$ cat config.mk
export PLATFORM = sky130hd
export DESIGN_NAME = spi_master_cfg_flat
export DESIGN_NICKNAME = d
export VERILOG_FILES = /design/src/rtl/spi_master_cfg_if.sv /design/src/rtl/spi_master_cfg.sv /design/src/flat_wrapper.sv
export SDC_FILE = /design/constraint.sdc
export NUM_CORES = 1
export LEC_CHECK = 0
export ABC_AREA = 1
export CAP_MARGIN = 0
export CELL_PAD_IN_SITES_DETAIL_PLACEMENT = 1
export CELL_PAD_IN_SITES_GLOBAL_PLACEMENT = 2
export CORE_MARGIN = 8
export CORE_UTILIZATION = 29
export DETAILED_ROUTE_END_ITERATION = 10
export PLACE_DENSITY_LB_ADDON = 0.12
export SYNTH_ARGS = -nofsm -noshare
export SYNTH_HDL_FRONTEND = slang
export SYNTH_SLANG_ARGS = --single-unit
$ cat constraint.sdc
create_clock -name clk -period 2.16 [get_ports clk]
set_input_delay 0.54 -clock clk [delete_from_list [all_inputs] [get_ports clk]]
set_output_delay 0.54 -clock clk [all_outputs]
set_load 0.05 [all_outputs]
$ cat src/rtl/spi_master_cfg_if.sv
// -----------------------------------------------------------------------------
// spi_master_cfg_if
// Request/response bundle between a requester and the spi_master_cfg block.
//   tx_valid/tx_ready   : request handshake, accepted when both are high
//   tx_data, tx_cs_sel  : word to send and index of the slave to select
//   cpol/cpha/lsb_first : per-transfer SPI mode and bit order
//   rx_valid/rx_data    : one-cycle completion pulse with the received word
//   busy                : transfer in progress (inverse of tx_ready)
// Modports: master = requester side, slave = SPI block side.
// -----------------------------------------------------------------------------
interface spi_master_cfg_if #(
   parameter int DATA_WIDTH = 12,
   parameter int NUM_CS     = 2
);
   localparam int CS_W = (NUM_CS > 1) ? $clog2(NUM_CS) : 1;

   logic                  tx_valid;
   logic                  tx_ready;
   logic [DATA_WIDTH-1:0] tx_data;
   logic [CS_W-1:0]       tx_cs_sel;
   logic                  cpol;
   logic                  cpha;
   logic                  lsb_first;
   logic                  rx_valid;
   logic [DATA_WIDTH-1:0] rx_data;
   logic                  busy;

   modport master (
      output tx_valid, tx_data, tx_cs_sel, cpol, cpha, lsb_first,
      input  tx_ready, rx_valid, rx_data, busy
   );

   modport slave (
      input  tx_valid, tx_data, tx_cs_sel, cpol, cpha, lsb_first,
      output tx_ready, rx_valid, rx_data, busy
   );
endinterface

$ cat src/rtl/spi_master_cfg.sv
// -----------------------------------------------------------------------------
// spi_master_cfg
// Full-duplex SPI master with programmable divider, all four CPOL/CPHA modes,
// selectable bit order, MISO capture and NUM_CS active-low chip selects.
// Ports:
//   clk, reset : system clock, synchronous active-high reset
//   bus        : spi_master_cfg_if.slave request/response bundle
//   o_sclk     : SPI clock (registered, never used as a clock internally)
//   o_mosi     : master out
//   o_cs_n     : active-low chip selects, at most one low
//   i_miso     : master in
// Frame: IDLE -> SETUP (CLK_DIV) -> XFER (2*DATA_WIDTH half-periods of
// CLK_DIV) -> HOLD (CLK_DIV) -> IDLE with a one-cycle rx_valid pulse.
// -----------------------------------------------------------------------------
module spi_master_cfg #(
   parameter int DATA_WIDTH = 12,
   parameter int CLK_DIV    = 5,
   parameter int NUM_CS     = 2
) (
   input  logic              clk,
   input  logic              reset,
   spi_master_cfg_if.slave   bus,
   output logic              o_sclk,
   output logic              o_mosi,
   output logic [NUM_CS-1:0] o_cs_n,
   input  logic              i_miso
);
   localparam int CS_W   = (NUM_CS > 1) ? $clog2(NUM_CS) : 1;
   localparam int DIV_W  = (CLK_DIV > 1) ? $clog2(CLK_DIV) : 1;
   localparam int EDGE_W = $clog2(2 * DATA_WIDTH);
   localparam logic [DIV_W-1:0]  DIV_LAST  = DIV_W'(CLK_DIV - 1);
   localparam logic [EDGE_W-1:0] EDGE_LAST = EDGE_W'(2 * DATA_WIDTH - 1);

   localparam logic [1:0] S_IDLE  = 2'd0;
   localparam logic [1:0] S_SETUP = 2'd1;
   localparam logic [1:0] S_XFER  = 2'd2;
   localparam logic [1:0] S_HOLD  = 2'd3;

   logic [1:0]            r_state;
   logic [DIV_W-1:0]      r_div;
   logic [EDGE_W-1:0]     r_edge;
   logic [DATA_WIDTH-1:0] r_tx_sh;
   logic [DATA_WIDTH-1:0] r_rx_sh;
   logic [DATA_WIDTH-1:0] r_rx_data;
   logic [NUM_CS-1:0]     r_cs_n;
   logic                  r_cpol;
   logic                  r_cpha;
   logic                  r_lsb;
   logic                  r_sclk;
   logic                  r_mosi;
   logic                  r_ready;
   logic                  r_busy;
   logic                  r_rx_valid;

   logic                  w_div_end;
   logic                  w_leading;
   logic                  w_sample_edge;
   logic                  w_drive_edge;

   // Out-of-range selects decode to no chip select at all.
   function automatic logic [NUM_CS-1:0] cs_decode(input logic [CS_W-1:0] sel);
      logic [NUM_CS-1:0] v;
      for (int i = 0; i < NUM_CS; i++) begin
         v[i] = (int'(sel) == i) ? 1'b0 : 1'b1;
      end
      return v;
   endfunction

   function automatic logic first_bit(input logic [DATA_WIDTH-1:0] sh, input logic lsb);
      return lsb ? sh[0] : sh[DATA_WIDTH-1];
   endfunction

   function automatic logic [DATA_WIDTH-1:0] shift_out(input logic [DATA_WIDTH-1:0] sh,
                                                      input logic lsb);
      return lsb ? {1'b0, sh[DATA_WIDTH-1:1]} : {sh[DATA_WIDTH-2:0], 1'b0};
   endfunction

   // LSB-first fills from the top so the first bit ends in bit 0; MSB-first the reverse.
   function automatic logic [DATA_WIDTH-1:0] shift_in(input logic [DATA_WIDTH-1:0] sh,
                                                     input logic b, input logic lsb);
      return lsb ? {b, sh[DATA_WIDTH-1:1]} : {sh[DATA_WIDTH-2:0], b};
   endfunction

   // Even edge indices are leading edges (away from cpol), odd ones trailing.
   assign w_div_end     = (r_div == DIV_LAST);
   assign w_leading     = ~r_edge[0];
   assign w_sample_edge = r_cpha ? ~w_leading : w_leading;
   // With cpha=0 the first bit is already out, so the final trailing edge drives nothing.
   assign w_drive_edge  = r_cpha ? w_leading : (~w_leading && (r_edge != EDGE_LAST));

   // Frame sequencer, shift registers and all registered outputs.
   always_ff @(posedge clk) begin
      if (reset) begin
         r_state    <= S_IDLE;
         r_div      <= {DIV_W{1'b0}};
         r_edge     <= {EDGE_W{1'b0}};
         r_tx_sh    <= {DATA_WIDTH{1'b0}};
         r_rx_sh    <= {DATA_WIDTH{1'b0}};
         r_rx_data  <= {DATA_WIDTH{1'b0}};
         r_cs_n     <= {NUM_CS{1'b1}};
         r_cpol     <= 1'b0;
         r_cpha     <= 1'b0;
         r_lsb      <= 1'b0;
         r_sclk     <= 1'b0;
         r_mosi     <= 1'b0;
         r_ready    <= 1'b1;
         r_busy     <= 1'b0;
         r_rx_valid <= 1'b0;
      end else begin
         r_rx_valid <= 1'b0;
         case (r_state)
            S_IDLE: begin
               r_sclk <= r_cpol;
               if (bus.tx_valid) begin
                  r_state <= S_SETUP;
                  r_div   <= {DIV_W{1'b0}};
                  r_edge  <= {EDGE_W{1'b0}};
                  r_cpol  <= bus.cpol;
                  r_cpha  <= bus.cpha;
                  r_lsb   <= bus.lsb_first;
                  r_sclk  <= bus.cpol;
                  r_cs_n  <= cs_decode(bus.tx_cs_sel);
                  r_ready <= 1'b0;
                  r_busy  <= 1'b1;
                  r_rx_sh <= {DATA_WIDTH{1'b0}};
                  if (bus.cpha) begin
                     r_mosi  <= 1'b0;
                     r_tx_sh <= bus.tx_data;
                  end else begin
                     r_mosi  <= first_bit(bus.tx_data, bus.lsb_first);
                     r_tx_sh <= shift_out(bus.tx_data, bus.lsb_first);
                  end
               end else begin
                  r_state <= S_IDLE;
               end
            end
            S_SETUP: begin
               if (w_div_end) begin
                  r_div   <= {DIV_W{1'b0}};
                  r_state <= S_XFER;
               end else begin
                  r_div <= r_div + DIV_W'(1);
               end
            end
            S_XFER: begin
               if (w_div_end) begin
                  r_div  <= {DIV_W{1'b0}};
                  r_sclk <= ~r_sclk;
                  if (w_sample_edge) begin
                     r_rx_sh <= shift_in(r_rx_sh, i_miso, r_lsb);
                  end else begin
                     r_rx_sh <= r_rx_sh;
                  end
                  if (w_drive_edge) begin
                     r_mosi  <= first_bit(r_tx_sh, r_lsb);
                     r_tx_sh <= shift_out(r_tx_sh, r_lsb);
                  end else begin
                     r_tx_sh <= r_tx_sh;
                  end
                  if (r_edge == EDGE_LAST) begin
                     r_edge  <= {EDGE_W{1'b0}};
                     r_state <= S_HOLD;
                  end else begin
                     r_edge <= r_edge + EDGE_W'(1);
                  end
               end else begin
                  r_div <= r_div + DIV_W'(1);
               end
            end
            S_HOLD: begin
               if (w_div_end) begin
                  r_div      <= {DIV_W{1'b0}};
                  r_state    <= S_IDLE;
                  r_cs_n     <= {NUM_CS{1'b1}};
                  r_mosi     <= 1'b0;
                  r_ready    <= 1'b1;
                  r_busy     <= 1'b0;
                  r_rx_valid <= 1'b1;
                  r_rx_data  <= r_rx_sh;
               end else begin
                  r_div <= r_div + DIV_W'(1);
               end
            end
            default: begin
               r_state <= S_IDLE;
               r_cs_n  <= {NUM_CS{1'b1}};
               r_mosi  <= 1'b0;
               r_ready <= 1'b1;
               r_busy  <= 1'b0;
            end
         endcase
      end
   end

   assign bus.tx_ready = r_ready;
   assign bus.busy     = r_busy;
   assign bus.rx_valid = r_rx_valid;
   assign bus.rx_data  = r_rx_data;
   assign o_sclk       = r_sclk;
   assign o_mosi       = r_mosi;
   assign o_cs_n       = r_cs_n;
endmodule

$ cat src/flat_wrapper.sv
// flat-port wrapper written by rule: the top's interface ports become plain ports
module spi_master_cfg_flat 
#(
   parameter int DATA_WIDTH = 12,
   parameter int CLK_DIV    = 5,
   parameter int NUM_CS     = 2
)
  (clk, reset, o_sclk, o_mosi, o_cs_n, i_miso, bus_tx_valid, bus_tx_data, bus_tx_cs_sel, bus_cpol, bus_cpha, bus_lsb_first, bus_tx_ready, bus_rx_valid, bus_rx_data, bus_busy);
  spi_master_cfg_if #(.DATA_WIDTH(DATA_WIDTH), .NUM_CS(NUM_CS)) bus_i ();
  input  logic clk;
  input  logic reset;
  output logic o_sclk;
  output logic o_mosi;
  output logic [NUM_CS-1:0] o_cs_n;
  input  logic i_miso;
  input wire logic [$bits(bus_i.tx_valid)-1:0] bus_tx_valid;
  input wire logic [$bits(bus_i.tx_data)-1:0] bus_tx_data;
  input wire logic [$bits(bus_i.tx_cs_sel)-1:0] bus_tx_cs_sel;
  input wire logic [$bits(bus_i.cpol)-1:0] bus_cpol;
  input wire logic [$bits(bus_i.cpha)-1:0] bus_cpha;
  input wire logic [$bits(bus_i.lsb_first)-1:0] bus_lsb_first;
  output wire logic [$bits(bus_i.tx_ready)-1:0] bus_tx_ready;
  output wire logic [$bits(bus_i.rx_valid)-1:0] bus_rx_valid;
  output wire logic [$bits(bus_i.rx_data)-1:0] bus_rx_data;
  output wire logic [$bits(bus_i.busy)-1:0] bus_busy;
  assign bus_i.tx_valid = bus_tx_valid;
  assign bus_i.tx_data = bus_tx_data;
  assign bus_i.tx_cs_sel = bus_tx_cs_sel;
  assign bus_i.cpol = bus_cpol;
  assign bus_i.cpha = bus_cpha;
  assign bus_i.lsb_first = bus_lsb_first;
  assign bus_tx_ready = bus_i.tx_ready;
  assign bus_rx_valid = bus_i.rx_valid;
  assign bus_rx_data = bus_i.rx_data;
  assign bus_busy = bus_i.busy;
  spi_master_cfg #(.DATA_WIDTH(DATA_WIDTH), .CLK_DIV(CLK_DIV), .NUM_CS(NUM_CS)) u_core (.clk(clk), .reset(reset), .bus(bus_i), .o_sclk(o_sclk), .o_mosi(o_mosi), .o_cs_n(o_cs_n), .i_miso(i_miso));
endmodule
==> results of run 1 <==
-- power breakdown --
part           leakage [uW]  internal [uW]  switching [uW]
sequential         0.000459           1320             214
combinational       0.00110            835            1600
clock             0.0000463            240             395
total               0.00160           2390            2210
-- metrics by stage --
stage,cells,area [sq um],total power [uW],hold slack (ns),setup WS [ns]
floorplan,480,3022,3391,0.4391,0.5611
global placement,645,3583,3957,0.4475,0.1850
detailed placement,645,3583,4017,0.4534,0.1172
CTS,653,3680,4663,0.4698,0.09999
global route,654,3699,5099,0.4912,0.06250
finish,654,3699,4603,0.4669,0.1202
-- cell type report --
| class | count | area [sq um] | share of cell area |
|---|---|---|---|
| multi-input cells | 360 | 1623 | 0.4388 |
| clock buffers | 5 | 68.82 | 0.01861 |
| inverters | 41 | 157.7 | 0.04263 |
| well taps | 136 | 170.2 | 0.04601 |
| flip-flops and latches | 56 | 1121 | 0.3031 |
| repair buffers | 53 | 530.5 | 0.1434 |
| clock inverters | 3 | 27.53 | 0.007442 |
-- cell families after synthesis --
family,synth area share
DFF,0.3710
adders and majority gates,0.02898
AOI/OAI and AO/OA,0.1267
buffers and inverters,0.09441
and+or+nand+nor,0.3789
-- timing repair --
item | 4_1_cts | 5_1_grt
setup buffers | 0 | 1
endpoints found under the setup margin | 0 | 15
gates resized for setup | 0 | 3
-- worst min-delay path by stage --
| stage | to | slack [ns] | cells past startpoint |
|---|---|---|---|
| after floorplan | u_core.r_edge[4] | 0.44 | 2 |
| after global placement | u_core.bus.rx_data[4] | 0.45 | 2 |
| after detailed placement | u_core.bus.rx_data[11] | 0.45 | 2 |
| after CTS | u_core.bus.rx_data[11] | 0.47 | 2 |
| after global routing | u_core.bus.rx_data[9] | 0.49 | 2 |
| final | u_core.bus.rx_data[11] | 0.47 | 2 |
-- cell usage in the layout, fill, tap and decap left out, drive strengths merged --
| cell | count |
|---|---|
| inv | 40 |
| a211oi | 1 |
| o22ai | 1 |
| clkinv | 2 |
| dfxtp | 56 |
| nor3 | 1 |
| a22oi | 12 |
| nor2 | 98 |
| a21oi | 39 |
| nand3 | 32 |
| clkdlybuf4s50 | 38 |
| clkbuf | 5 |
| buf | 15 |
| nand2 | 153 |
| clkinvlp | 2 |
| o21ai | 16 |
| ha | 7 |
-- cell usage after synthesis, drive strengths merged --
cell,number,area share
a211oi,1,0.0025
a22oi,12,0.030
clkinv,1,0.0012
inv,40,0.050
nand3,32,0.053
nor3,1,0.0017
ha,7,0.029
clkbuf,11,0.014
o22ai,1,0.0021
o21ai,16,0.028
nand2,153,0.20
nor2,98,0.13
buf,12,0.030
a21oi,39,0.065
dfxtp,56,0.37
-- per-layer routing --
layer / global-route usage / vias to the layer above / part of all wire
li1: - / 1579 / -
met1: 0.1660 / 1412 / 0.49
met2: 0.2266 / 34 / 0.47
met3: 0.02494 / 2 / 0.028
met4: 0.02642 / 0 / 0.0048
met5: 0 / - / 0
-- sequential cells by signal (all words and copies together) (netlist names) --
register	flops
u_core.r_state	2
u_core.r_tx_sh	12
u_core.r_lsb	1
u_core.r_cpol	1
u_core.bus.tx_ready	1
u_core.bus.rx_data	12
u_core.bus.busy	1
u_core.o_sclk	1
u_core.r_div	3
u_core.bus.rx_valid	1
u_core.r_rx_sh	12
u_core.o_cs_n	2
u_core.r_edge	5
u_core.r_cpha	1
u_core.o_mosi	1
==> results by group, run 1 <==
Status
  • Status: finished clean

Final layout
  • Fill cells: 1360
  • Area Overhead vs Synth: 22.40%
  • Antenna diodes: 0
  • Fraction of layout cells with a size suffix above 1: 0.06950
  • Finished Core Util: 0.3615
  • Final net count: ~540

Yosys
  • Post-synthesis cell count: between 400 and 500
  • FF+latch count, synth: 56
  • Mapped Nets: slightly above 500
  • Sequential area share after synthesis: 0.3710
  • Mapped cell area: roughly 3000 sq um
  • Synth unique cells: 24
  • Synth Warn #: 0
  • Syn_area_per_cell: 6.295 sq um

Global routing
  • GR Overflow Total: 0
  • Largest net degree at the start of global routing: 25
  • Vias in the first global route: about 3200
  • Initial antenna violation count: 0
  • First-pass GRT wire length: 15.64 mm
  • GRT Overall Usage: 0.1315

Critical path
  • R2R setup slack: 0.26 ns
  • Type of the worst setup path: flop to output pin
  • RR Endpoint: u_core.r_rx_sh[6]
  • R2R cell count: 10
  • Critical path's slowest cell: clkdlybuf4s50_1
  • Startpoint types: flop
  • Launch point of the worst reg-to-reg path: u_core.r_state[0]
  • Worst setup startpoint: u_core.o_sclk
  • CP Cell Sequence: clkdlybuf4s50_1
  • Required time worst endpoint: between 1.5 and 2 ns
  • Worst path bufs/invs: 1
  • Worst setup endpoint: o_sclk
  • CP max FO: 3
  • Worst setup EP type: output pin
  • Critical Path Stages: 1
  • CP peak stage delay: 0.82 ns
  • Crit-path leading delay family: buffers and inverters
  • Crit path DAT: roughly 1.5 ns

Route
  • Average wire per standard cell: roughly 13 um
  • Router iterations before antenna repair: 4
  • Detailed Route WL: just under 9 mm
  • Vias: about 3000
  • DRC: 0
  • Vias per cell: approximately 4.6
  • DR iter-0 viols: 92
  • Post-route antenna net violation count: 0

Pwr
  • Static leakage: approximately 0.0016 uW
  • Worst vdd ir: between 0.0005 and 0.0006 V
  • PD cells: 1245 nW/um^2

Timing
  • Maximum clock frequency: roughly 490 MHz
  • Relative slew slack: 0.5991
  • Slew Limit Fails: 0
  • Endpoints failing setup: 0
  • Period minus WS final: 2.040 ns
  • RSZ-0062 raised after global routing: no
  • Fin. Hold Viols: 0
  • Actual slew at the worst max-slew pin: around 0.6 ns
  • Final period utilization: 0.9443
  • Setup TNS: 0 ns
  • Clock Skew: 0.01390 ns

Place
  • Port-buffer cells: 38
  • GPL Wtd Cong: 0.7342
  • Post-DP HPWL: about 6.4 mm

CTS
  • Clock Root Buffer: clkbuf_8
  • TritonCTS Sinks: between 50 and 60
  • Clock transition at path regs: ~0.12 ns
  • Max H-tree Level: 2
  • CTS buffer count: 5
  • Clk_lat worst skew: 0.32 ns
  • Max Buffers Root-to-Sink: 2
  • # hold bufs at CTS: 0
  • CTS tree: built

Floorplan
  • Die height: roughly 120 um
  • Initial Util: 0.2953
  • Die ar.: around 14000 sq um
  • Core ar.: 10230 sq um
  • Die Width: 118.1 um
  • Placement Rows: 37
  • Ports: 39

Hold path
  • Worst min path class: flop to flop
  • Hold path startpoint: u_core.bus.rx_data[11]

Flow run
  • Max-cap viol count: 0
Power figures use the tool's default switching activity.
==> run 2: changes to the inputs <==
REMOVE_ABC_BUFFERS = 1   (was unset)
TNS_END_PERCENT = 10   (was unset)
==> run 2 against run 1 <==
Effect of this change:
- non-clock buffer count shrank 1
- core utilization shrank 0.31 points
- register-to-register slack improved by 0.06 ns
- largest cell class unchanged
==> results by group, run 2 (synthesis results as in run 1) <==
Status
  • Status: finished clean

Route
  • Post-route antenna net violation count: 0
  • Detailed Route WL: around 8.5 mm
  • Vias per cell: 4.639
  • Average wire per standard cell: around 13 um
  • DR iter-0 viols: 89
  • Vias: 3029
  • Router iterations before antenna repair: 4
  • DRC: 0

Timing
  • Actual slew at the worst max-slew pin: a little under 0.6 ns
  • Setup TNS: 0 ns
  • Fin. Hold Viols: 0
  • Slew Limit Fails: 0
  • Clock Skew: about 0.0095 ns
  • Endpoints failing setup: 0
  • Maximum clock frequency: 495.1 MHz
  • Period minus WS final: slightly above 2 ns
  • Relative slew slack: 0.6143
  • Min Hold Slack: ~0.47 ns
  • Final period utilization: 0.9351
  • RSZ-0062 raised after global routing: no
  • Final WS setup: 0.1402 ns

Pwr
  • Worst vdd ir: between 0.0004 and 0.0005 V
  • PD cells: about 1200 nW/um^2
  • Static leakage: roughly 0.0016 uW

CTS
  • Max H-tree Level: 2
  • CTS buffer count: 5
  • TritonCTS Sinks: between 50 and 60
  • Clock transition at path regs: 0.11 ns
  • Clock Root Buffer: clkbuf_8
  • Max Buffers Root-to-Sink: 2
  • CTS tree: built
  • Clk_lat worst skew: 0.32 ns

Place
  • GPL Wtd Cong: 0.7034
  • Port-buffer cells: 38
  • Placed Area: about 3600 sq um
  • Setup Slack @ Placement: about 0.14 ns
  • Post-DP HPWL: 6.460 mm

Critical path
  • CP Cell Sequence: clkdlybuf4s50_1
  • Worst setup EP type: output pin
  • Required time worst endpoint: between 1.5 and 2 ns
  • Worst path bufs/invs: 1
  • CP peak stage delay: just over 0.8 ns
  • Critical Path Stages: 1
  • Type of the worst setup path: flop to output pin
  • Startpoint types: flop
  • Crit-path leading delay family: buffers and inverters
  • Critical path's slowest cell: clkdlybuf4s50_1
  • Crit path DAT: 1.48 ns
  • CP max FO: 3
  • R2R cell count: 9

Global routing
  • Largest net degree at the start of global routing: 37
  • First-pass GRT wire length: between 15 and 20 mm
  • GR Overflow Total: 0
  • Initial antenna violation count: 0
  • Vias in the first global route: approximately 3200
  • GRT Overall Usage: 0.1270

Final layout
  • Area Overhead vs Synth: 21.37%
  • Fill cells: about 1300
  • Area of the multi-input gates: 1620 sq um
  • Commonest cells after routing, fill and taps aside: nand2_1, nor2_1, dfxtp_1
  • Finished Core Util: 0.3584
  • Design Area, Final: 3667 sq um
  • Fraction of layout cells with a size suffix above 1: 0.06383
  • Flip-flop and latch area: 1121 sq um
  • Antenna diodes: 0
  • Final net count: ~540
  • Most common cell after layout, fill and taps aside: nand2_1

Floorplan
  • Die height: between 100 and 150 um
  • Die Width: roughly 120 um
  • Die ar.: about 14000 sq um
  • Core ar.: 10230 sq um
  • Initial Util: 0.2953
  • Placement Rows: 37
  • Ports: 39

Flow run
  • Max-cap viol count: 0

Hold path
  • Worst min path class: flop to flop
  • Hold Path Stages: 2
run 2: report_power, final:
group / internal, uW / total, uW / switching, uW / leakage (uW)
clock: 234 / 604 / 371 / 0.0000485
combinational: 834 / 2430 / 1590 / 0.00110
sequential: 1320 / 1530 / 213 / 0.000459
run 2: final timing paths:
path | start | endpoint | slack [ns]
max | u_core.o_sclk | o_sclk | 0.14
min | u_core.bus.rx_data[8] | u_core.bus.rx_data[8] | 0.47
max reg2reg | u_core.r_state[0] | u_core.r_state[0] | 0.32
min reg2reg | u_core.bus.rx_data[8] | u_core.bus.rx_data[8] | 0.47
run 2: cell type report:
class                   instances  area share
clock inverters                 3    0.006141
repair buffers                 52      0.1392
clock buffers                   5     0.01876
inverters                      41     0.04197
well taps                     136     0.04640
flip-flops and latches         56      0.3057
multi-input cells             360      0.4418
run 2: what timing repair did:
| item | CTS | global route |
|---|---|---|
| hold buffers | 0 | 0 |
| endpoints found under the setup margin | 0 | 4 |
| resized for setup | 0 | 1 |
| setup buffers | 0 | 0 |
| hold endpoints to repair | 0 | 0 |
run 2: through the flow:
step | total power, uW | std cells
finish | 4561 | 653
global route | 5081 | 653
CTS | 4662 | 653
detailed placement | 4036 | 645
global placement | 3945 | 645
floorplan | 3197 | 457
run 2: per-layer routing:
layer | vias to the layer above | track usage | part of all wire
met3 | 5 | 0.02542 | 0.026
li1 | 1579 | - | -
met5 | - | 0 | 0
met1 | 1413 | 0.1516 | 0.47
met4 | 0 | 0.03603 | 0.011
met2 | 32 | 0.2242 | 0.49
==> run 3: changes to the inputs <==
ABC_CLOCK_PERIOD_IN_PS = 2160   (was unset)
MAX_ROUTING_LAYER = met4   (was unset)
==> run 3 against run 2 <==
Effect of this change:
- combinational power hardly changed
- global-route usage is 0.37 points higher
- design area stayed put
- non-clock buffer count stayed put
- sequential share of layout area stayed put
- clock power hardly changed
- via count hardly changed
- setup slack worse by 0.00084 ns
- cell count stayed put
- power hardly changed
- maximum frequency hardly changed
- largest cell class unchanged
==> results by group, run 3 (synthesis results as in run 1) <==
Pwr
  • PD cells: roughly 1200 nW/um^2
  • Int Pwr: around 2400 uW
  • Static leakage: 0.001604 uW
  • Worst vdd ir: between 0.0004 and 0.0005 V
  • Total power: around 4600 uW
  • Switching pwr: 2179 uW
  • Gate power share: 0.532
  • Sw frac: 0.4777
  • Clk pwr share: 0.133
  • Part of the power in registers: 0.335

Final layout
  • Commonest cells after routing, fill and taps aside: nand2_1, nor2_1, dfxtp_1
  • Fraction of layout cells with a size suffix above 1: 0.06383
  • Finished Core Util: 0.3584
  • Most common cell after layout, fill and taps aside: nand2_1
  • Finished Layout Cells: between 600 and 700
  • Area Overhead vs Synth: 21.37%
  • Final net count: around 540
  • Antenna diodes: 0

Global routing
  • First-pass GRT wire length: 15.01 mm
  • Largest net degree at the start of global routing: 37
  • Initial antenna violation count: 0
  • GR Overflow Total: 0
  • GRT Overall Usage: 0.1307
  • Vias in the first global route: between 3000 and 4000

Hold path
  • Hold path startpoint: u_core.bus.rx_data[8]
  • Hold endpoint: u_core.bus.rx_data[8]
  • Worst min path class: flop to flop
  • Hold Path Stages: 2

Critical path
  • Worst setup EP type: output pin
  • CP Cell Sequence: clkdlybuf4s50_1
  • RR Endpoint: u_core.r_state[0]
  • R2R setup slack: around 0.32 ns
  • Crit-path leading delay family: buffers and inverters
  • Crit path DAT: between 1 and 1.5 ns
  • Required time worst endpoint: 1.62 ns
  • CP peak stage delay: roughly 0.82 ns
  • Critical path's slowest cell: clkdlybuf4s50_1
  • Type of the worst setup path: flop to output pin
  • Worst path bufs/invs: 1
  • Startpoint types: flop
  • CP max FO: 2
  • Launch point of the worst reg-to-reg path: u_core.r_state[0]
  • R2R cell count: 9

CTS
  • CTS buffer count: 5
  • # hold bufs at CTS: 0
  • Clk_lat worst skew: between 0.3 and 0.4 ns
  • CTS tree: built
  • Clock Root Buffer: clkbuf_8
  • Max H-tree Level: 2
  • TritonCTS Sinks: 56
  • Clock transition at path regs: roughly 0.11 ns
  • Max Buffers Root-to-Sink: 2

Timing
  • Slew Limit Fails: 0
  • Period minus WS final: a little over 2 ns
  • Maximum clock frequency: just under 500 MHz
  • Fin. Hold Viols: 0
  • Actual slew at the worst max-slew pin: approximately 0.58 ns
  • Relative slew slack: 0.6143
  • Setup TNS: 0 ns
  • Endpoints failing setup: 0
  • RSZ-0062 raised after global routing: no
  • Final period utilization: 0.9355
  • Clock Skew: ~0.0095 ns

Route
  • DRC: 0
  • Detailed Route WL: roughly 8.5 mm
  • Vias: roughly 3000
  • Router iterations before antenna repair: 4
  • Average wire per standard cell: 13.05 um
  • Post-route antenna net violation count: 0
  • DR iter-0 viols: just under 90
  • Vias per cell: 4.640

Floorplan
  • Core ar.: a little over 10000 sq um
  • Placement Rows: 37
  • Ports: 39
  • Die Width: around 120 um
  • Die ar.: around 14000 sq um
  • Die height: 118.1 um
  • Initial Util: 0.2953

Status
  • Status: finished clean

Place
  • GPL Wtd Cong: 0.7112
  • Dpl cells: 645
  • Post-DP HPWL: 6.460 mm
  • Port-buffer cells: 38

Flow run
  • Max-cap viol count: 0
run 3: worst max-delay path by stage:
stage                     slack (ns)                  to  depth (start not counted)              startpoint
after floorplan                 0.13  u_core.r_rx_sh[11]                          8       u_core.r_state[0]
after global placement          0.16  u_core.r_tx_sh[11]                          7                bus_cpha
after detailed placement        0.14   u_core.r_tx_sh[2]                          9                bus_cpha
after CTS                       0.11     bus_rx_data[10]                          1  u_core.bus.rx_data[10]
after global routing            0.06     bus_rx_data[10]                          1  u_core.bus.rx_data[10]
final                           0.14      bus_rx_data[2]                          1   u_core.bus.rx_data[2]
run 3: through the flow:
step,instance area [sq um],setup WS (ns),hold slack (ns)
after global routing,3667,0.06300,0.4922
after CTS,3662,0.1073,0.4687
after global placement,3571,0.1625,0.4479
after detailed placement,3571,0.1371,0.4530
after floorplan,2890,0.1322,0.4330
final,3667,0.1394,0.4669
run 3: cell type report:
class | instances | area, sq um
clock buffers | 5 | 68.82
well taps | 136 | 170.2
flip-flops and latches | 56 | 1121
clock inverters | 3 | 22.52
repair buffers | 52 | 510.5
inverters | 41 | 153.9
multi-input cells | 360 | 1620
fillers | 1330 | 6564
run 3: layer usage:
layer / share of wire / GRT usage / wire length [um] / up-vias
met5: 0 / - / 0 / -
li1: - / - / - / 1579
met2: 0.50 / 0.2242 / 4222 / 32
met3: 0.025 / 0.02446 / 210 / 5
met1: 0.47 / 0.1525 / 3992 / 1414
met4: 0.011 / 0.03603 / 93 / 0
run 3: what timing repair did:
action | 4_1_cts | 5_1_grt
setup endpoints to repair | 0 | 4
resized for setup | 0 | 1
setup buffers | 0 | 0
run 3: power by group through the flow:
stage	clock (uW)	combinational (uW)	sequential (uW)
after floorplan	0	1540	1660
after global placement	0	2400	1550
after detailed placement	0	2480	1560
after CTS	640	2490	1530
after global routing	688	2820	1570
final	605	2430	1530
